--- src/rtl/oser_ddr_gen.sv ---
// Parallel-to-DDR gearbox: splits each WIDTH*RATIO word into RATIO/2 rise/fall pairs per lane for an ODDR.
// Define SERDES_UNDERRUN_EN to add the saturating `underruns` gap counter port.
module oser_ddr_gen #(
  parameter int unsigned WIDTH = 1,
  parameter int unsigned RATIO = 4,
  parameter logic        IDLE  = 1'b0
) (
  input  logic                     clock,
  input  logic                     reset,
  input  logic                     s_valid,
  output logic                     s_ready,
  input  logic [WIDTH*RATIO-1:0]   s_data,
  input  logic [RATIO/2-1:0]       s_oen,
  output logic [WIDTH-1:0]         q_rise,
  output logic [WIDTH-1:0]         q_fall,
  output logic                     q_oen,
  output logic                     busy
`ifdef SERDES_UNDERRUN_EN
  ,
  output logic [15:0]              underruns
`endif
);

  localparam int unsigned PAIRS = RATIO / 2;
  localparam int unsigned CW    = (PAIRS > 1) ? $clog2(PAIRS) : 1;
  localparam logic [CW-1:0] LAST = CW'(PAIRS - 1);

  typedef enum logic {ST_IDLE, ST_SHIFT} state_t;

  state_t                 state_q, state_d;
  logic [CW-1:0]          cnt_q, cnt_d;
  logic [WIDTH*RATIO-1:0] word_q, word_d;
  logic [PAIRS-1:0]       oenw_q, oenw_d;
  logic [WIDTH-1:0]       rise_d, fall_d;
  logic                   qoen_d, busy_d;
  logic                   xfer;
  logic                   emit;
  logic [WIDTH*RATIO-1:0] src_w;
  logic [PAIRS-1:0]       src_o;
  logic [RATIO-1:0]       lane;

  assign s_ready = !reset && ((state_q == ST_IDLE) || (cnt_q == LAST));
  assign xfer    = s_valid && s_ready;

  always_ff @(posedge clock) begin
    if (reset) begin
      state_q <= ST_IDLE;
      cnt_q   <= '0;
      word_q  <= '0;
      oenw_q  <= '0;
      q_rise  <= {WIDTH{IDLE}};
      q_fall  <= {WIDTH{IDLE}};
      q_oen   <= 1'b1;
      busy    <= 1'b0;
    end else begin
      state_q <= state_d;
      cnt_q   <= cnt_d;
      word_q  <= word_d;
      oenw_q  <= oenw_d;
      q_rise  <= rise_d;
      q_fall  <= fall_d;
      q_oen   <= qoen_d;
      busy    <= busy_d;
    end
  end

  // Held word is shifted down two bits per lane each pair, so the next pair is always at lane bits [1:0].
  always_comb begin
    state_d = state_q;
    cnt_d   = cnt_q;
    word_d  = word_q;
    oenw_d  = oenw_q;
    rise_d  = {WIDTH{IDLE}};
    fall_d  = {WIDTH{IDLE}};
    qoen_d  = 1'b1;
    busy_d  = 1'b0;
    emit    = 1'b0;
    src_w   = word_q;
    src_o   = oenw_q;
    lane    = '0;

    if (xfer) begin
      state_d = ST_SHIFT;
      cnt_d   = '0;
      src_w   = s_data;
      src_o   = s_oen;
      emit    = 1'b1;
    end else if ((state_q == ST_SHIFT) && (cnt_q != LAST)) begin
      cnt_d = cnt_q + 1'b1;
      emit  = 1'b1;
    end else begin
      state_d = ST_IDLE;
      cnt_d   = '0;
    end

    if (emit) begin
      for (int unsigned l = 0; l < WIDTH; l++) begin
        lane                          = src_w[l*RATIO +: RATIO];
        rise_d[l]                     = lane[0];
        fall_d[l]                     = lane[1];
        word_d[l*RATIO +: RATIO]      = lane >> 2;
      end
      qoen_d = src_o[0];
      oenw_d = src_o >> 1;
      busy_d = 1'b1;
    end
  end

`ifdef SERDES_UNDERRUN_EN
  logic [15:0] underrun_q;

  always_ff @(posedge clock) begin
    if (reset) begin
      underrun_q <= '0;
    end else if ((state_q == ST_SHIFT) && (state_d == ST_IDLE) && (underrun_q != '1)) begin
      underrun_q <= underrun_q + 16'd1;
    end
  end

  assign underruns = underrun_q;
`endif

endmodule
--- config.mk ---
export PLATFORM = sky130hd
export DESIGN_NAME = oser_ddr_gen
export DESIGN_NICKNAME = d
export VERILOG_FILES = /design/src/rtl/oser_ddr_gen.sv
export SDC_FILE = /design/constraint.sdc
export NUM_CORES = 1
export LEC_CHECK = 0
export BUFFER_PORTS_ARGS = -buffer_cell sky130_fd_sc_hd__buf_2
export CAP_MARGIN = 10
export CORE_AREA = 2 2 39 41
export CTS_BUF_LIST = sky130_fd_sc_hd__clkbuf_8
export DETAILED_ROUTE_END_ITERATION = 8
export DIE_AREA = 0 0 41 43
export GPL_TIMING_DRIVEN = 1
export PLACE_DENSITY_LB_ADDON = 0.3
export SETUP_SLACK_MARGIN = 0.4
export SLEW_MARGIN = 15
export SYNTH_ARGS = -nofsm -noshare
export SYNTH_HDL_FRONTEND = slang
export SYNTH_SLANG_ARGS = --single-unit
--- constraint.sdc ---
create_clock -name clock -period 0.9 [get_ports clock]
set_input_delay 0.09 -clock clock [delete_from_list [all_inputs] [get_ports clock]]
set_output_delay 0.09 -clock clock [all_outputs]
set_load 0.01 [all_outputs]
==> results of run 1 <==
routing by layer:
metal / up-vias / GRT usage / part of all wire
li1: 150 / - / -
met1: 127 / 0.114 / 0.42
met2: 13 / 0.138 / 0.47
met3: 2 / 0.0314 / 0.079
met4: 0 / 0.100 / 0.031
met5: - / 0 / 0
power by group:
| group | switching (uW) | internal (uW) | leakage [uW] | total (uW) |
|---|---|---|---|---|
| sequential | 12.6 | 426 | 0.0000757 | 439 |
| combinational | 88.9 | 103 | 0.000161 | 192 |
| clock | 163 | 297 | 0.0000269 | 460 |
stage by stage:
step	instances	setup TNS, ns	instance area [um2]	util
floorplan	33	0	319	-
global placement	62	0	407	0.294
detailed placement	62	0	407	0.294
CTS	68	-0.0849	504	0.364
global route	70	-0.578	599	0.433
finish	70	-0.266	599	0.433
timing repair:
action / 4_1_cts / 5_1_grt
gates resized for setup: 10 / 20
buffers inserted: 2 / 2
setup endpoints to repair: 14 / 14
pin swaps: 5 / 4
how the worst max path moves through the flow:
| stage | from | cells after the start | slack, ns | end |
|---|---|---|---|---|
| 2_1_floorplan | cnt_q$_SDFF_PP0_ | 3 | 0.11 | q_oen$_SDFF_PP1_ |
| 3_3_place_gp | cnt_q$_SDFF_PP0_ | 4 | 0.04 | s_ready |
| 3_5_place_dp | cnt_q$_SDFF_PP0_ | 4 | 0.03 | s_ready |
| 4_1_cts | cnt_q$_SDFF_PP0_ | 4 | -0.08 | s_ready |
| 5_1_grt | cnt_q$_SDFF_PP0_ | 4 | -0.13 | s_ready |
| 6_report | cnt_q$_SDFF_PP0_ | 4 | -0.08 | s_ready |
final cells by class:
cell class              count  area share
clock inverters             1     0.00626
repair buffers             18       0.221
flip-flops and latches      9       0.309
inverters                   1     0.00626
multi-input cells          22       0.355
well taps                  16      0.0334
clock buffers               3      0.0689
state kept, by name (all words and copies together), names as in the netlist:
signal and cells:
oenw_q 1, q_oen 1, busy 1, q_rise 1
q_fall 1, cnt_q 1, state_q 1, word_q 2
cells by family (layout without fill, tap and decap cells):
| logic type | count (synthesis) | after routing | synth area share |
|---|---|---|---|
| AO/OA/AOI/OAI | 3 | 3 | 0.0549 |
| buffers and inverters | 2 | 23 | 0.0274 |
| flip-flops | 9 | 9 | 0.565 |
| multiplexers | 3 | 3 | 0.0941 |
| AND/OR/NAND/NOR | 16 | 16 | 0.259 |
cell usage in the layout, fill, tap and decap left out:
master	count
nand3_4	1
clkbuf_8	3
nand2_1	2
o21bai_1	1
nor2_2	2
dfxtp_1	5
mux2i_1	3
buf_6	6
nor2_1	1
dfxtp_2	4
buf_2	10
inv_1	1
inv_2	1
buf_4	2
nor2_4	5
a21oi_2	2
nor3b_2	1
nand3_2	1
nand2b_4	2
and2b_4	1
critical path: cells and delay by family, from the launching register on:
| family | cells | cell delay (ns) |
|---|---|---|
| buffers and inverters | 2 | 0.14 |
| flip-flops | 1 | 0.31 |
| AND/OR/NAND/NOR | 2 | 0.21 |
==> key figures, run 1 <==
Status
  • Outcome: finished, violations left
  • Failing checks: negative setup slack

Synthesis
  • Area contributors post-synth: dfxtp_1, mux2i_1, nor2_1
  • Number of flops mapped to enable cells by yosys: 0
  • Yosys top cell by area: dfxtp_1
  • Avg Inst Size Synth: 9.67 um2
  • Most frequent cells after synthesis: dfxtp_1, nor2_1, mux2i_1
  • Count leader, synth: dfxtp_1
  • Cells after synthesis: 33
  • Synth warnings: 0
  • Post-synthesis sequential area ratio: 0.565
  • Top cell type's share of synthesized area: 0.565
  • Primary FF master, synth: dfxtp_1
  • Synthesized flop and latch total: 9
  • Asr flop ratio synth: 0
  • Cell variety after synth: 12
  • Post-synthesis cell area: 319 um2
  • Syn_nets: 42

Worst setup path
  • Critical Path Sink Type: output port
  • Worst Path Max Fanout: 2
  • CP required: 0.81 ns
  • Crit Reg-Reg Endpoint: cnt_q$_SDFF_PP0_
  • RR Startpoint: cnt_q$_SDFF_PP0_
  • Critical path's largest stage delay: 0.31 ns
  • Critical path class: reg2out
  • CP Cell Sequence: nand2b_4, nand2b_4, inv_2, buf_6
  • Depth of the worst register-to-register path: 5
  • Critical path's slowest cell: dfxtp_2
  • Critical Path Source Type: register
  • Crit path DAT: 0.89 ns
  • R2R Setup Slk: -0.05 ns
  • CP most frequent cell: nand2b_4

Floorplanning
  • Die span in y: 43 um
  • Core area: 1380 um2
  • Die area: 1760 um2
  • Die width: 41 um
  • Row cnt: 14
  • IO Count: 14
  • Starting Density: 0.231

Place
  • Final HPWL DP: 477 um
  • Pre-CTS setup slack: 0.0283 ns
  • Number of port buffers: 13
  • RD Place Congestion: 0.633

Clocking
  • TritonCTS buffer count: 3
  • CTS clock-pin slew for the worst setup and hold paths: 0.05 ns
  • Hold Buf Count CTS: 0
  • Clock root buffer: clkbuf_8
  • Clock Latency Late Sink: 0.23 ns
  • CTS tree: done
  • H-Tree Depth: 1
  • Clock Sink Count: 9
  • Max Root-Sink Buffers: 2

Pwr
  • PwrDens: 1820 nW/um2
  • Pleak: 0.000264 uW
  • Tot Pwr: 1090 uW
  • Worst IR drop on VDD: 0.729 mV

Drt
  • Vias/cell: 4.17
  • Pre-Repair DR Iteration Count: 1
  • Antenna Nets Post-Route: 0
  • DRC violations left: 0
  • Routed Wire Length: 762 um
  • Initial DRC count: 0
  • Vias: 292
  • Post-detailed-route wirelength per cell: 10.9 um

Global routing
  • Vias in the first global route: 261
  • Pin count of the biggest net entering global routing: 8
  • Initial antenna violation count: 0
  • All-layer global routing usage: 0.101
  • First-pass GRT wire length: 1.11 mm
  • GRT overflow: 0

Layout
  • Layout area overhead: 87.8%
  • Sequential cell area: 185 um2
  • Antenna diodes: 0
  • Final nets: 64
  • Area of the multi-input gates: 213 um2
  • Share of post-route cells with drive strength above 1: 0.759
  • Fillers: 135

Timing
  • Period utilisation layout: 1.09
  • Final setup violation count: 5
  • Slew HR: 0.830
  • Fin. Hold Viols: 0
  • Hold Slack: 0.110 ns
  • Crit path time final: 0.984 ns
  • Slew @ Worst Pin: 0.248 ns
  • Unrepaired setup endpoints after global routing: yes
  • Max Clk Rate: 1020 MHz
  • Clk_skew: 0.00227 ns
  • Final-report max-slew violation count: 0
  • Final WS setup: -0.0836 ns

Run
  • Max_cap viols: 0

Min path
  • Hold EP: q_fall$_SDFF_PP0_
  • Hold Path Origin: s_data[1]
  • Hold path cells: 3
  • HP Class: in2reg
No activity file was read; power rests on OpenSTA's default activity.
==> inputs of run 2 (changes only) <==
- RECOVER_POWER: unset -> 50
==> run 2 against run 1 <==
Against the previous run:
- the run still ends with negative setup slack left
- combinational power is essentially flat
- via count is the same
- sequential share of layout area is 0.23 points lower
- die area stayed put
- clock skew did not move
- non-clock buffer count is the same
- global-route usage unchanged
- critical path depth unchanged
- first-iteration DRC count unchanged
- total power down 0.14%
- utilization fell by 0.27 points
- sequential cell count stayed put
- largest cell class unchanged
- highest routed layer unchanged
==> key figures, run 2 (synthesis gave the netlist of run 1 again) <==
Status
  • Outcome: finished, violations left
  • Failing checks: negative setup slack

Timing
  • Crit path time final: 0.984 ns
  • Slew HR: 0.830
  • Unrepaired setup endpoints after global routing: yes
  • Final-report max-slew violation count: 0
  • Final WS setup: -0.0836 ns
  • Period utilisation layout: 1.09
  • Max Clk Rate: 1020 MHz
  • Fin. Hold Viols: 0
  • Clk_skew: 0.00227 ns
  • Slew @ Worst Pin: 0.248 ns
  • Final setup violation count: 5

Clocking
  • Clock Sink Count: 9
  • Clock Latency Late Sink: 0.23 ns
  • Max Root-Sink Buffers: 2
  • H-Tree Depth: 1
  • CTS tree: done
  • CTS clock-pin slew for the worst setup and hold paths: 0.05 ns
  • Clock root buffer: clkbuf_8
  • TritonCTS buffer count: 3
  • Hold Buf Count CTS: 0

Worst setup path
  • Largest delay share family, worst path: flip-flops
  • Worst Path Max Fanout: 2
  • Buffers & Inverters on Critical Path: 2
  • CP most frequent cell: nand2b_4
  • Critical Path Sink Type: output port
  • Critical path's largest stage delay: 0.31 ns
  • Crit path DAT: 0.89 ns
  • CP Cell Sequence: nand2b_4, nand2b_4, inv_2, buf_6
  • R2R Setup Slk: -0.05 ns
  • Critical path's slowest cell: dfxtp_2
  • Critical Path Source Type: register
  • Critical path class: reg2out
  • CP required: 0.81 ns

Pwr
  • Pleak: 0.000260 uW
  • PwrDens: 1830 nW/um2
  • Worst IR drop on VDD: 0.728 mV

Place
  • Number of port buffers: 13
  • Placed Cells incl. Taps: 62
  • Final HPWL DP: 477 um
  • RD Place Congestion: 0.633

Floorplanning
  • Die width: 41 um
  • Core area: 1380 um2
  • Die span in y: 43 um
  • Starting Density: 0.231
  • Row cnt: 14
  • IO Count: 14
  • Die area: 1760 um2

Layout
  • Fin cells: 70
  • Final nets: 64
  • Share of post-route cells with drive strength above 1: 0.704
  • Largest register FFs: 2
  • Layout area overhead: 86.7%
  • Antenna diodes: 0
  • Largest register by flop count: word_q
  • Final core occ: 0.430
  • Most frequent cells in the layout: buf_2, dfxtp_1, buf_6
  • Commonest non-fill, non-tap cell in the layout: buf_2

Drt
  • Vias/cell: 4.17
  • Post-detailed-route wirelength per cell: 10.9 um
  • Initial DRC count: 0
  • Vias: 292
  • Antenna Nets Post-Route: 0
  • Routed Wire Length: 764 um
  • DRC violations left: 0
  • Pre-Repair DR Iteration Count: 1

Global routing
  • All-layer global routing usage: 0.101
  • First-pass GRT wire length: 1.11 mm
  • Initial antenna violation count: 0
  • Pin count of the biggest net entering global routing: 8
  • GRT overflow: 0
  • Vias in the first global route: 261

Run
  • Max_cap viols: 0

Min path
  • HP Class: in2reg
==> run 2: changes by cell type in the layout (fill, tap and decap cells not counted) <==
cell,change
buf_2,-1
clkbuf_1,+1
dfxtp_1,+2
dfxtp_2,-2
==> run 2: tightest hold or removal path: stages <==
cell	delay [ns]
buf_2	0.10
nand3_2	0.06
a21oi_2	0.05
==> run 2: stage by stage <==
stage,instance area [um2],setup TNS [ns],power [uW],hold slack (ns),setup slack (ns)
floorplan,319,0,498,0.159,0.108
global placement,407,0,544,0.330,0.0372
detailed placement,407,0,545,0.335,0.0283
CTS,504,-0.0849,1030,0.102,-0.0849
global route,596,-0.568,1140,0.138,-0.131
finish,596,-0.259,1090,0.117,-0.0836
==> run 2: cell type report <==
cell class              instances  area, um2
inverters                       1       3.75
multi-input cells              22        213
clock buffers                   3       41.3
flip-flops and latches          9        183
fillers                       137        788
repair buffers                 18        131
clock inverters                 1       3.75
well taps                      16       20.0
==> run 2: path summary, 6_finish.rpt <==
check,start,endpoint,cells past startpoint
hold reg to reg,word_q[1]$_SDFFE_PP0P_,q_fall$_SDFF_PP0_,2
setup / recovery,cnt_q$_SDFF_PP0_,s_ready,4
hold / removal,s_data[1],q_fall$_SDFF_PP0_,3
setup reg to reg,cnt_q$_SDFF_PP0_,cnt_q$_SDFF_PP0_,5
==> run 2: report_power, final <==
part	total (uW)	switching (uW)	internal (uW)
clock network	460	163	297
logic	191	88.9	102
registers	438	12.7	425
==> run 2: repair_timing <==
action / CTS / global route
pin swaps: 5 / 4
cloned: 0 / 0
setup endpoints to repair: 14 / 14
resized for setup: 10 / 20
buffers inserted: 2 / 2
==> run 2: per-layer routing <==
metal | track usage | part of all wire
met2 | 0.138 | 0.46
met4 | 0.100 | 0.031
met1 | 0.114 | 0.42
met3 | 0.0314 | 0.080
met5 | 0 | 0
==> inputs of run 3 (changes only) <==
- ABC_AREA: unset -> 1
==> run 3 against run 2 <==
Against the previous run:
- the flow still finishes with violations (negative setup slack)
- clock-buffer cell count unchanged
- clock skew about the same
- routed wire length fell by 0.79%
- via count grew 18%
- total power fell by 6.8%
- combinational power shrank 31%
- hold slack got worse by 0.038 ns
- critical path type unchanged
- largest cell class is now sequential cells
- highest routed layer is now met3
==> key figures, run 3 <==
Status
  • Outcome: finished, violations left
  • Failing checks: negative setup slack

Run
  • Max_cap viols: 0

Floorplanning
  • Die width: 41 um
  • Die span in y: 43 um
  • IO Count: 14
  • Die area: 1760 um2
  • Core area: 1380 um2
  • Row cnt: 14
  • Starting Density: 0.259

Worst setup path
  • RR Startpoint: cnt_q$_SDFF_PP0_
  • Critical Path Source Type: register
  • CP Cell Sequence: buf_6, a21oi_2, buf_2
  • CP required: 0.81 ns
  • Critical path's largest stage delay: 0.33 ns
  • Critical Path Sink Type: output port
  • Critical path class: reg2out
  • Worst Path Max Fanout: 2
  • Critical path's slowest cell: dfxtp_2
  • Crit path from: state_q$_SDFFE_PP0P_
  • Crit path DAT: 0.89 ns

Synthesis
  • Cells after synthesis: 40
  • Most frequent cells after synthesis: dfxtp_1, nand4_1, a21oi_1, inv_1
  • Avg Inst Size Synth: 8.95 um2
  • Synthesized flop and latch total: 9
  • Synth warnings: 0
  • Count leader, synth: dfxtp_1
  • Top cell type's share of synthesized area: 0.503
  • Syn_nets: 49
  • Primary FF master, synth: dfxtp_1
  • Yosys top cell by area: dfxtp_1
  • Area contributors post-synth: dfxtp_1, nand4_1, o211ai_1
  • Asr flop ratio synth: 0
  • Cell variety after synth: 16
  • Post-synthesis cell area: 358 um2
  • Post-synthesis sequential area ratio: 0.503
  • Number of flops mapped to enable cells by yosys: 0

Drt
  • Vias/cell: 4.59
  • Pre-Repair DR Iteration Count: 2
  • Vias: 344
  • DRC violations left: 0
  • Initial DRC count: 2
  • Post-detailed-route wirelength per cell: 10.1 um
  • Routed Wire Length: 758 um
  • Antenna Nets Post-Route: 0

Pwr
  • Worst IR drop on VDD: 1.30 mV
  • Pleak: 0.000231 uW
  • Tot Pwr: 1020 uW
  • PwrDens: 1920 nW/um2

Layout
  • Fillers: 157
  • Share of post-route cells with drive strength above 1: 0.525
  • Most frequent cells in the layout: buf_2, dfxtp_1, nand4_1
  • Final core occ: 0.382
  • Antenna diodes: 0
  • Largest register by flop count: word_q
  • Layout area overhead: 47.6%
  • Final nets: 69
  • Commonest non-fill, non-tap cell in the layout: buf_2
  • Largest register FFs: 2

Clocking
  • TritonCTS buffer count: 3
  • H-Tree Depth: 1
  • Setup bufs post-CTS: 0
  • CTS tree: done
  • CTS clock-pin slew for the worst setup and hold paths: 0.04 ns
  • Clock root buffer: clkbuf_8
  • Hold Buf Count CTS: 0
  • Clock Sink Count: 9
  • Clock Latency Late Sink: 0.23 ns
  • Max Root-Sink Buffers: 2

Global routing
  • Vias in the first global route: 340
  • First-pass GRT wire length: 1.39 mm
  • Pin count of the biggest net entering global routing: 11
  • Initial antenna violation count: 0
  • All-layer global routing usage: 0.121
  • GRT overflow: 0

Timing
  • Max Clk Rate: 1020 MHz
  • Unrepaired setup endpoints after global routing: yes
  • Slew HR: 0.869
  • Crit path time final: 0.984 ns
  • Final-report max-slew violation count: 0
  • Fin. Hold Viols: 0
  • Clk_skew: 0.00215 ns
  • Period utilisation layout: 1.09
  • Final setup violation count: 1
  • Final WS setup: -0.0838 ns
  • Slew @ Worst Pin: 0.197 ns

Min path
  • Hold Path Origin: s_oen[0]
  • HP Class: in2reg

Place
  • Final HPWL DP: 574 um
  • Pre-CTS setup slack: 0.0162 ns
  • Number of port buffers: 13
  • RD Place Congestion: 0.674
==> run 3: area by class of cell <==
type | instances | area, um2 | share of cell area
clock buffers | 3 | 41.3 | 0.0782
flip-flops and latches | 9 | 183 | 0.346
inverters | 6 | 22.5 | 0.0427
multi-input cells | 23 | 155 | 0.294
repair buffers | 17 | 103 | 0.194
well taps | 16 | 20.0 | 0.0379
clock inverters | 1 | 3.75 | 0.00711
==> run 3: worst paths after layout <==
kind	endpoint	slack [ns]	cells past startpoint
setup / recovery	s_ready	-0.08	3
hold / removal	q_oen$_SDFF_PP1_	0.08	3
setup reg to reg	word_q[1]$_SDFFE_PP0P_	0.01	5
hold reg to reg	q_rise$_SDFF_PP0_	0.47	2
==> run 3: where the power goes <==
group / total, uW / leakage, uW / switching (uW) / internal (uW)
logic: 132 / 0.000130 / 69.9 / 61.7
registers: 431 / 0.0000744 / 9.81 / 421
clock network: 453 / 0.0000269 / 156 / 297
==> run 3: cell families after synthesis <==
family / count (synthesis) / synth area share
buf+inv: 8 / 0.0979
simple gates: 12 / 0.189
compound gates: 11 / 0.210
flops: 9 / 0.503
==> run 3: through the flow <==
step           setup TNS (ns)  hold slack (ns)  std cells  instance area [um2]
2_1_floorplan               0            0.212         40                  367
3_3_place_gp                0            0.309         71                  465
3_5_place_dp                0            0.322         71                  465
4_1_cts               -0.0984           0.0803         75                  524
5_1_grt                -0.428           0.0822         75                  528
6_report              -0.0838           0.0799         75                  528
==> run 3: metal layers <==
layer / track usage / vias up / wire, um
met5: 0 / - / 0
met4: 0.0600 / 0 / 0
met3: 0.0785 / 0 / 76
met2: 0.163 / 16 / 343
met1: 0.145 / 148 / 338
li1: - / 180 / -
==> run 3: worst max-delay path: cells and delay by family, from the launching register on <==
family | cells | cell delay, ns
flops | 1 | 0.33
compound gates | 1 | 0.09
buf+inv | 2 | 0.24
==> run 3: repair_timing <==
action,CTS,global route
gates resized for setup,3,2
endpoints found under the setup margin,14,14
pin swaps,1,0
